$ cat src/rtl/serial_adder.sv
// Digit-serial adder: {cout,s} = a + b + cin, DIGIT bits per clock, done pulses WIDTH/DIGIT cycles after acceptance.
// START is taken only while ready=1 (otherwise ignored); optional signed-overflow output via SERIAL_ADDER_OVF_EN.
module serial_adder #(
  parameter int WIDTH = 16,
  parameter int DIGIT = 4
) (
  input  logic             clk,
  input  logic             rst_n,
  input  logic             start,
  input  logic [WIDTH-1:0] a,
  input  logic [WIDTH-1:0] b,
  input  logic             cin,
  output logic             ready,
  output logic [WIDTH-1:0] s,
  output logic             cout,
`ifdef SERIAL_ADDER_OVF_EN
  output logic             ovf,
`endif
  output logic             done
);

  localparam int N  = WIDTH / DIGIT;
  localparam int CW = (N > 1) ? $clog2(N) : 1;
  localparam logic [CW-1:0] LAST = CW'(N - 1);

  typedef enum logic {IDLE, BUSY} state_t;

  state_t           state, state_nxt;
  logic             accept;
  logic             last;
  logic [WIDTH-1:0] a_sh, b_sh, res_sh, res_next;
  logic             carry;
  logic [CW-1:0]    cnt;
  logic [DIGIT:0]   dsum;

  assign ready = (state == IDLE);
  assign last  = (cnt == LAST);
  assign dsum  = {1'b0, a_sh[DIGIT-1:0]} + {1'b0, b_sh[DIGIT-1:0]} + {{DIGIT{1'b0}}, carry};

  // New digit enters at the top; after N digits the register holds the whole sum in order.
  assign res_next = WIDTH'({dsum[DIGIT-1:0], res_sh} >> DIGIT);

  always_ff @(posedge clk or negedge rst_n) begin
    if (!rst_n) begin
      state <= IDLE;
    end else begin
      state <= state_nxt;
    end
  end

  always_comb begin
    state_nxt = state;
    accept    = 1'b0;
    case (state)
      IDLE: begin
        if (start) begin
          accept    = 1'b1;
          state_nxt = BUSY;
        end
      end
      BUSY: begin
        if (last) begin
          state_nxt = IDLE;
        end
      end
      default: state_nxt = IDLE;
    endcase
  end

  always_ff @(posedge clk or negedge rst_n) begin
    if (!rst_n) begin
      a_sh   <= '0;
      b_sh   <= '0;
      res_sh <= '0;
      carry  <= 1'b0;
      cnt    <= '0;
      s      <= '0;
      cout   <= 1'b0;
      done   <= 1'b0;
`ifdef SERIAL_ADDER_OVF_EN
      ovf    <= 1'b0;
`endif
    end else begin
      done <= 1'b0;
      if (accept) begin
        a_sh   <= a;
        b_sh   <= b;
        carry  <= cin;
        res_sh <= '0;
        cnt    <= '0;
      end else if (state == BUSY) begin
        a_sh   <= a_sh >> DIGIT;
        b_sh   <= b_sh >> DIGIT;
        carry  <= dsum[DIGIT];
        res_sh <= res_next;
        cnt    <= cnt + 1'b1;
        if (last) begin
          s    <= res_next;
          cout <= dsum[DIGIT];
          done <= 1'b1;
`ifdef SERIAL_ADDER_OVF_EN
          // Operands' sign bits agree but the result's sign differs.
          ovf  <= (a_sh[DIGIT-1] == b_sh[DIGIT-1]) && (dsum[DIGIT-1] != a_sh[DIGIT-1]);
`endif
        end
      end
    end
  end

endmodule

$ cat config.mk
export PLATFORM = sky130hd
export DESIGN_NAME = serial_adder
export DESIGN_NICKNAME = d
export VERILOG_FILES = /design/src/rtl/serial_adder.sv
export SDC_FILE = /design/constraint.sdc
export NUM_CORES = 1
export LEC_CHECK = 0
export CAP_MARGIN = 5
export CORE_UTILIZATION = 55
export CTS_CLUSTER_SIZE = 20
export DETAILED_ROUTE_END_ITERATION = 8
export PLACE_DENSITY = 0.84
export SLEW_MARGIN = 20
export SYNTH_ARGS = -nofsm -noshare
export SYNTH_HDL_FRONTEND = slang
export SYNTH_SLANG_ARGS = --single-unit
$ cat constraint.sdc
create_clock -name clk -period 5.4 [get_ports clk]
set_clock_uncertainty 0.05 [all_clocks]
set_input_delay 0.81 -clock clk [delete_from_list [all_inputs] [get_ports clk]]
set_output_delay 0.81 -clock clk [all_outputs]
set_load 0.01 [all_outputs]
==> impl_metrics.py, run 1 <==
metrics = {
    "status": {
        "outcome": "finished clean",
    },
    "sta": {
        "setup_viol": 0,
        "rsz0062_at_grt": "no",
        "fmax_mhz": 340.3,
        "slew_violations": 0,
        "slew_headroom_pct": 31.99,
        "period_needed_ns": 2.938,
        "fin_tns_setup_ns": 0,
        "worst_pin_slew_ns": 1.020,
        "finalCritPeriodShare_pct": 54.41,
        "hold_viol_final": 0,
    },
    "cts": {
        "tritoncts": "yes",
        "worstSkewPairLatency_ns": 0.33,
        "cts_root_buf": "clkbuf_8",
        "cts_setup_buffers": 0,
        "htree_levels": 3,
        "clockBufferDepth": 2,
        "hold_buffers": 0,
        "path_clk_slew_ns": 0.07,
        "cts_buffers": 9,
        "clkSinkCount": 66,
        "ctsResizeCount": 0,
    },
    "yosys": {
        "synth.distinct_cells": 31,
        "synth_cells": 246,
        "ys_ff_latch": 66,
        "syn-mean-instance-area_um2": 11.72,
        "synth_edf_count": 0,
        "synth_nets": 288,
        "synthFlopType": "dfrtp_1",
        "async_flop_share_pct": 100.0,
        "seq_area_frac_synth_pct": 57.27,
        "synth_area_mm2": 0.002884,
        "yosysWarnings": 0,
    },
    "setup_path": {
        "timing_worst_setup_path_type": "reg2out",
        "startpoint_type": "flip-flop",
        "cpPeakStageDelay_ns": 0.61,
        "slowest_stage": "dfrtp_2",
        "critPathMaxFanout": 54,
        "reg2regPathDepth": 4,
        "cp_top_family": "buffers and inverters",
        "path_cells": "buf_4 > inv_2 > clkdlybuf4s50_1",
        "arrival_ns": 2.08,
        "critPathBufInv": 3,
        "endpoint_kind": "primary output",
        "required_ns": 4.54,
        "path_depth": 3,
    },
    "grt": {
        "grt_usage_pct": 22.43,
        "grt_max_degree": 67,
        "grt-ovfl-total": 0,
        "grt_pass1_wl_um": 8983,
        "grt_antenna_before_repair": 0,
        "grt_pass1_vias": 1969,
    },
    "cells_and_area": {
        "diodes": 0,
        "fin_cells": 367,
        "drive_above_1_share_pct": 6.667,
        "fill_cells": 355,
        "final_util_pct": 73.64,
        "mostFrequentLayoutCells": "dfrtp_1, clkdlybuf4s50_1, nand2_1",
        "stdcell_area_mm2": 0.003593,
        "layout_commonest_cell": "dfrtp_1",
        "synthToLayoutAreaGrowth_pct": 24.60,
        "fin_nets": 340,
    },
    "power_and_ir_drop": {
        "vdd_drop_max_mv": 0.2408,
        "p_leak_nw": 1.681,
        "p_per_area_mw_per_mm2": 520.5,
    },
    "floorplan": {
        "std_cell_rows": 25,
        "coreArea_mm2": 0.004880,
        "dieWidth_um": 74.42,
        "die_h_um": 74.42,
        "num_io_pins": 55,
        "initial_utilization_pct": 59.10,
        "design.die.area_mm2": 0.005538,
    },
    "place": {
        "dpl-instance-area_mm2": 0.003425,
        "placed_cells": 354,
        "hpwl_um": 3669,
        "gp_congestion": 0.8272,
        "io_buffers": 54,
    },
    "routing": {
        "drc": 0,
        "ant_nets": 0,
        "drt_wl_total_um": 5309,
        "post_drt_wl_per_cell_um": 14.47,
        "via_per_inst": 5.463,
        "drt_first_pass_iters": 4,
        "vias": 2005,
        "drt_iter0_drc": 77,
    },
    "job": {
        "cap_violations": 0,
    },
    "hold_path": {
        "hp-class": "reg2reg",
        "hold_depth": 2,
    },
}
==> worst reg2reg max path, cell delays in order (launching register included) <==
cell     delay (ns)
dfrtp_2        0.61
buf_4          0.48
nand2_1        0.62
or4_1          0.69
nand3_1        0.09
==> flip-flops by register name, indices dropped and copies added, names as in the netlist <==
signal / count
a_sh: 16
cnt: 2
done: 1
s: 16
carry: 1
cout: 1
state: 1
b_sh: 16
res_sh: 12
==> stage by stage <==
step | setup slack (ns) | power, mW | hold WS (ns)
after floorplan | 3.662 | 1.255 | 0.4023
after global placement | 2.848 | 1.482 | 0.4130
after detailed placement | 2.813 | 1.521 | 0.4244
after CTS | 2.464 | 1.883 | 0.4399
after global routing | 2.344 | 2.000 | 0.4540
final | 2.462 | 1.870 | 0.4341
==> cells in the mapped netlist, types with 4 or more instances <==
cell	number	area (µm²)
dfrtp_1	66	1652
nand2_1	36	135.1
mux2i_1	32	320.3
o21ai_0	24	120.1
mux2_1	12	135.1
a22o_1	10	87.58
nor2_1	10	37.54
buf_4	7	52.55
o21ai_1	7	35.03
buf_2	6	30.03
inv_1	5	18.77
ha_1	4	50.05
==> power breakdown <==
group / switching (mW) / internal, mW
clock: 0.164 / 0.197
sequential: 0.142 / 0.698
combinational: 0.325 / 0.344
==> cells by family (layout without fill, tap and decap cells) <==
kind of cell | Yosys count | in the layout | synth area share [%]
AO/OA/AOI/OAI | 49 | 49 | 10.63
XOR/XNOR | 1 | 1 | 0.3037
adder cells (fa/ha/maj) | 6 | 6 | 3.124
buffers and inverters | 22 | 76 | 4.035
flip-flops | 66 | 66 | 57.27
multiplexers | 44 | 44 | 15.79
AND/OR/NAND/NOR | 58 | 58 | 8.851
==> worst paths after layout <==
kind	slack, ns	to	start
max	2.46	ready	state
min	0.43	a_sh[10]	a_sh[14]
max reg2reg	2.80	s[15]	state
min reg2reg	0.43	a_sh[10]	a_sh[14]
max in group asynchronous	4.15	state	rst_n
min in group asynchronous	0.60	s[11]	rst_n
==> area by class of cell <==
| class | count | area, µm² | area share [%] |
|---|---|---|---|
| Tap cell | 67 | 83.83 | 2.333 |
| Timing Repair Buffer | 56 | 545.5 | 15.18 |
| Clock buffer | 13 | 168.9 | 4.701 |
| Sequential cell | 66 | 1653 | 46.00 |
| Multi-Input combinational cell | 158 | 1116 | 31.06 |
| Inverter | 7 | 26.28 | 0.7312 |
==> layer usage <==
layer  part of all wire (%)  routed length, µm  vias to the layer above  track usage [%]
met5                      0                  0                        -                0
met4                    2.1                111                        0            13.42
met3                    4.9                259                       12            3.794
met2                     50               2631                       74            35.14
met1                     43               2307                      960            29.48
li1                       -                  -                      959                -
Power figures use the tool's default switching activity.
==> inputs of run 2 (changes only) <==
- CORE_UTILIZATION: 55 -> 46
- PLACE_DENSITY: 0.84 -> 0.75
- clock period: 5.4 -> 2.53 ns (I/O delays scaled with it)
==> run 2 against run 1 <==
Effect of this change:
- non-clock buffer count is 2 higher
- count of clock-buffer cells in the layout is 2 lower
- flip-flop and latch count stayed put
- total power is 120% higher
- final cell count is 3.5% higher
- sequential share of layout area is 0.76 points lower
- largest power group unchanged
==> impl_metrics.py, run 2 (synthesis gave the netlist of run 1 again) <==
metrics = {
    "status": {
        "outcome": "finished clean",
    },
    "grt": {
        "grt_antenna_before_repair": 0,
        "grt_max_degree": 67,
        "grt-ovfl-total": 0,
        "grt_pass1_vias": 1924,
        "grt_usage_pct": 18.78,
        "grt_pass1_wl_um": 9149,
    },
    "cells_and_area": {
        "top_regs": "a_sh x16, b_sh x16, s x16",
        "fill_cells": 489,
        "layout_commonest_cell": "dfrtp_1",
        "mostFrequentLayoutCells": "dfrtp_1, clkdlybuf4s50_1, nand2_1",
        "seqCellArea_mm2": 0.001653,
        "multiInputGateArea_mm2": 0.001116,
        "fin_nets": 342,
        "drive_above_1_share_pct": 8.525,
        "synthToLayoutAreaGrowth_pct": 26.68,
        "diodes": 0,
    },
    "sta": {
        "slew_headroom_pct": 45.00,
        "period_needed_ns": 2.092,
        "setup_ws_ns": 0.4384,
        "fin_tns_setup_ns": 0,
        "hold_viol_final": 0,
        "slew_violations": 0,
        "setup_viol": 0,
        "finalCritPeriodShare_pct": 82.67,
        "rsz0062_at_grt": "no",
        "worst_pin_slew_ns": 0.8250,
        "fmax_mhz": 478.1,
    },
    "place": {
        "post-place-ws_ns": 0.6837,
        "hpwl_um": 3668,
        "io_buffers": 54,
        "gp_congestion": 0.7759,
    },
    "setup_path": {
        "timing_worst_setup_path_type": "reg2out",
        "critPathMaxFanout": 25,
        "endpoint_kind": "primary output",
        "startpoint_type": "flip-flop",
        "arrival_ns": 1.66,
        "required_ns": 2.10,
    },
    "cts": {
        "worstSkewPairLatency_ns": 0.34,
        "tritoncts": "yes",
        "cts_setup_buffers": 0,
        "clkSinkCount": 66,
        "path_clk_slew_ns": 0.07,
        "ctsResizeCount": 0,
        "hold_buffers": 0,
        "cts_root_buf": "clkbuf_8",
        "htree_levels": 3,
        "cts_buffers": 9,
        "clockBufferDepth": 2,
    },
    "hold_path": {
        "hp-class": "in2async",
    },
    "routing": {
        "drt_first_pass_iters": 4,
        "vias": 1983,
        "drc": 0,
        "drt_wl_total_um": 5346,
        "via_per_inst": 5.218,
        "ant_nets": 0,
        "drt_iter0_drc": 64,
        "post_drt_wl_per_cell_um": 14.07,
    },
    "floorplan": {
        "initial_utilization_pct": 48.14,
        "std_cell_rows": 28,
        "dieWidth_um": 81.18,
        "design.die.area_mm2": 0.006590,
        "coreArea_mm2": 0.005991,
        "die_h_um": 81.18,
        "num_io_pins": 55,
    },
    "power_and_ir_drop": {
        "p_per_area_mw_per_mm2": 1121,
        "p_total_mw": 4.096,
        "vdd_drop_max_mv": 0.5697,
        "p_leak_nw": 1.707,
    },
    "job": {
        "cap_violations": 0,
    },
}
## run 2: changes by cell type in the layout (fill, tap and decap cells not counted), sizes merged
cell | before | now
clkinv | 0 | 3
buf | 4 | 6
clkbuf | 13 | 11
bufinv | 0 | 1
clkinvlp | 0 | 1
## run 2: per-layer routing
metal | wire, µm | GRT usage (%)
met1 | 2495 | 22.59
met2 | 2424 | 29.66
met3 | 347 | 8.876
met4 | 79 | 6.071
met5 | 0 | 0
## run 2: critical path, cell delays in order (launching register included)
cell	delay (ns)
dfrtp_2	0.58
inv_2	0.19
clkdlybuf4s50_1	0.56
## run 2: final timing paths
check | cells past startpoint | slack, ns | startpoint | endpoint
max in group asynchronous | 2 | 1.69 | rst_n | state
min in group clk | 3 | 0.42 | start | state
min reg2reg | 2 | 0.43 | s[14] | s[14]
max reg2reg | 6 | 0.68 | b_sh[0] | carry
max | 2 | 0.44 | state | ready
min | 2 | 0.15 | rst_n | res_sh[7]
## run 2: area by class of cell
cell class | count | area share (%)
inverter | 7 | 0.7192
tap | 75 | 2.568
sequential | 66 | 45.24
clock inverter | 5 | 1.438
clock buffer | 11 | 4.144
timing repair buffer | 58 | 15.34
multi-input combinational | 158 | 30.55
## run 2: per-stage QoR
| step | cell area, µm² | instances | util [%] | hold WS, ns |
|---|---|---|---|---|
| final | 3654 | 380 | 60.99 | 0.1477 |
| after global routing | 3654 | 380 | 60.99 | 0.2271 |
| after detailed placement | 3450 | 364 | 57.58 | 0.4230 |
| after floorplan | 2884 | 246 | - | 0.03391 |
| after CTS | 3654 | 380 | 60.99 | 0.1975 |
| after global placement | 3450 | 364 | 57.58 | 0.4127 |
## run 2: power by group
part	switching [mW]	internal (mW)	total, mW
registers	0.306	1.49	1.80
logic	0.684	0.731	1.41
clock network	0.383	0.503	0.886
total	1.37	2.72	4.10
==> inputs of run 3 (changes only) <==
- clock period: 2.53 -> 1.7 ns (I/O delays scaled with it)
==> run 3 against run 2 <==
Effect of this change:
- largest cell class unchanged
- die area stayed put
- combinational power is 72% higher
- routed wire length is 2.1% higher
- count of clock-buffer cells in the layout is 2 higher
- sequential share of layout area is 2.1 points lower
- first-iteration DRC count is 3.1% lower
- the run now ends with negative setup slack left
- register-to-register slack worse by 0.76 ns
- worst hold slack better by 0.058 ns
- global-route usage is 0.13 points higher
- design area is 5.0% higher
- flip-flop and latch count stayed put
==> impl_metrics.py, run 3 (synthesis gave the netlist of run 1 again) <==
metrics = {
    "sta": {
        "slew_violations": 0,
        "setup_ws_ns": -0.07622,
        "fmax_mhz": 563.0,
        "setup_viol": 3,
        "worst_pin_slew_ns": 0.5354,
        "period_needed_ns": 1.776,
        "finalCritPeriodShare_pct": 104.5,
        "fin_hold_ws_ns": 0.2059,
        "rsz0062_at_grt": "yes",
        "slew_headroom_pct": 64.31,
        "hold_viol_final": 0,
    },
    "status": {
        "outcome": "finished, violations left",
        "violations": "negative setup slack",
    },
    "cts": {
        "clockBufferDepth": 2,
        "worstSkewPairLatency_ns": 0.34,
        "path_clk_slew_ns": 0.06,
        "tritoncts": "yes",
        "htree_levels": 3,
        "cts_buffers": 9,
        "cts_root_buf": "clkbuf_8",
        "clkSinkCount": 66,
    },
    "setup_path": {
        "timing_worst_setup_path_type": "reg2reg",
        "slowest_stage": "fa_2",
        "arrival_ns": 1.95,
        "cpPeakStageDelay_ns": 0.41,
        "path_depth": 5,
        "startpoint_type": "flip-flop",
        "critPathBufInv": 1,
        "r2r-end": "res_sh[14]",
        "worst_path_most_repeated_cell": "fa_2",
        "critPathCapture": "res_sh[14]",
        "critPathMaxFanout": 2,
        "regToRegSetupSlack_ns": -0.08,
        "crit_start": "b_sh[0]",
        "path_cells": "inv_2 > fa_2 > fa_2 > xnor2_1 > a22o_1",
        "reg2regPathDepth": 5,
        "required_ns": 1.88,
        "timing.rr.start": "b_sh[0]",
        "endpoint_kind": "flip-flop",
        "cp_top_family": "adder cells",
    },
    "place": {
        "post-place-ws_ns": -0.09179,
        "placed_cells": 370,
        "hpwl_um": 3758,
        "gp_congestion": 0.8121,
        "io_buffers": 54,
    },
    "routing": {
        "drc": 0,
        "ant_nets": 0,
        "via_per_inst": 5.136,
        "drt_first_pass_iters": 4,
        "vias": 1998,
        "drt_wl_total_um": 5458,
        "post_drt_wl_per_cell_um": 14.03,
        "drt_iter0_drc": 62,
    },
    "grt": {
        "grt_antenna_before_repair": 0,
        "grt_pass1_wl_um": 9232,
        "grt-ovfl-total": 0,
        "grt_usage_pct": 18.91,
        "grt_max_degree": 37,
        "grt_pass1_vias": 1955,
    },
    "job": {
        "cap_violations": 0,
    },
    "power_and_ir_drop": {
        "vdd_drop_max_mv": 0.9218,
        "p_per_area_mw_per_mm2": 1694,
        "p_leak_nw": 1.795,
    },
    "cells_and_area": {
        "drive_above_1_share_pct": 12.74,
        "mostFrequentLayoutCells": "dfrtp_1, clkdlybuf4s50_1, nand2_1",
        "fill_cells": 463,
        "layout_commonest_cell": "dfrtp_1",
        "diodes": 0,
        "multiInputGateArea_mm2": 0.001156,
        "top_regs": "a_sh x16, b_sh x16, s x16",
        "fin_nets": 352,
        "fin_cells": 389,
        "synthToLayoutAreaGrowth_pct": 32.97,
        "seqCellArea_mm2": 0.001653,
    },
    "floorplan": {
        "design.die.area_mm2": 0.006590,
        "num_io_pins": 55,
        "dieWidth_um": 81.18,
        "std_cell_rows": 28,
        "die_h_um": 81.18,
        "coreArea_mm2": 0.005991,
        "initial_utilization_pct": 48.14,
    },
    "hold_path": {
        "hp-class": "in2reg",
        "hold_depth": 3,
    },
}
[run 3: changes by cell type in the layout (fill, tap and decap cells not counted), moves of 2 or more]
| cell | change |
|---|---|
| buf_4 | +5 |
| buf_12 | +4 |
| clkinv_2 | -3 |
| clkbuf_1 | +2 |
| fa_1 | -2 |
| fa_2 | +2 |
[run 3: worst reg2reg max path, delay by kind of cell (launching register included)]
kind / cells / cell delay, ns
xor+xnor: 1 / 0.16
fa+ha+maj: 2 / 0.80
buf+inv: 1 / 0.05
flops: 1 / 0.37
compound gates: 1 / 0.24
[run 3: timing repair]
item | CTS | global route
pin swaps | 1 | 3
cloned | 0 | 0
buffers inserted | 1 | 2
hold buffers | 1 | 0
endpoints found under the setup margin | 4 | 5
hold endpoints to repair | 20 | 0
gates resized for setup | 3 | 7
[run 3: layout make-up]
type / instances / share of cell area [%]
clock inverter: 2 / 1.566
timing repair buffer: 68 / 17.91
sequential: 66 / 43.10
multi-input combinational: 158 / 30.15
clock buffer: 13 / 4.144
inverter: 7 / 0.6852
tap: 75 / 2.447
[run 3: metal layers]
| metal | part of all wire (%) | track usage [%] |
|---|---|---|
| met1 | 46 | 23.65 |
| met2 | 48 | 30.25 |
| met3 | 5.1 | 7.303 |
| met4 | 0.88 | 5.714 |
| met5 | 0 | 0 |
[run 3: worst min path at each step]
stage	from	end	slack, ns
floorplan	rst_n	a_sh[0]	-0.09
global placement	rst_n	s[3]	0.21
detailed placement	rst_n	s[7]	0.21
CTS	start	state	0.19
global route	start	state	0.21
finish	start	state	0.21
[run 3: power breakdown]
group	switching, mW	internal (mW)	leakage (nW)	total [mW]
Sequential	0.399	2.22	0.849	2.62
Clock	0.547	0.900	0.110	1.45
Combinational	1.17	1.26	0.836	2.43
Total	2.11	4.38	1.79	6.50
[run 3: stage by stage]
step	total power, mW	area, µm²	util, %	TNS [ns]
6_report	6.498	3835	64.01	-0.2057
5_1_grt	6.964	3835	64.01	-0.4005
4_1_cts	6.444	3785	63.18	-0.01480
3_5_place_dp	4.948	3547	59.21	-0.2540
3_3_place_gp	4.818	3547	59.21	-0.1103
2_1_floorplan	3.992	2887	-	0
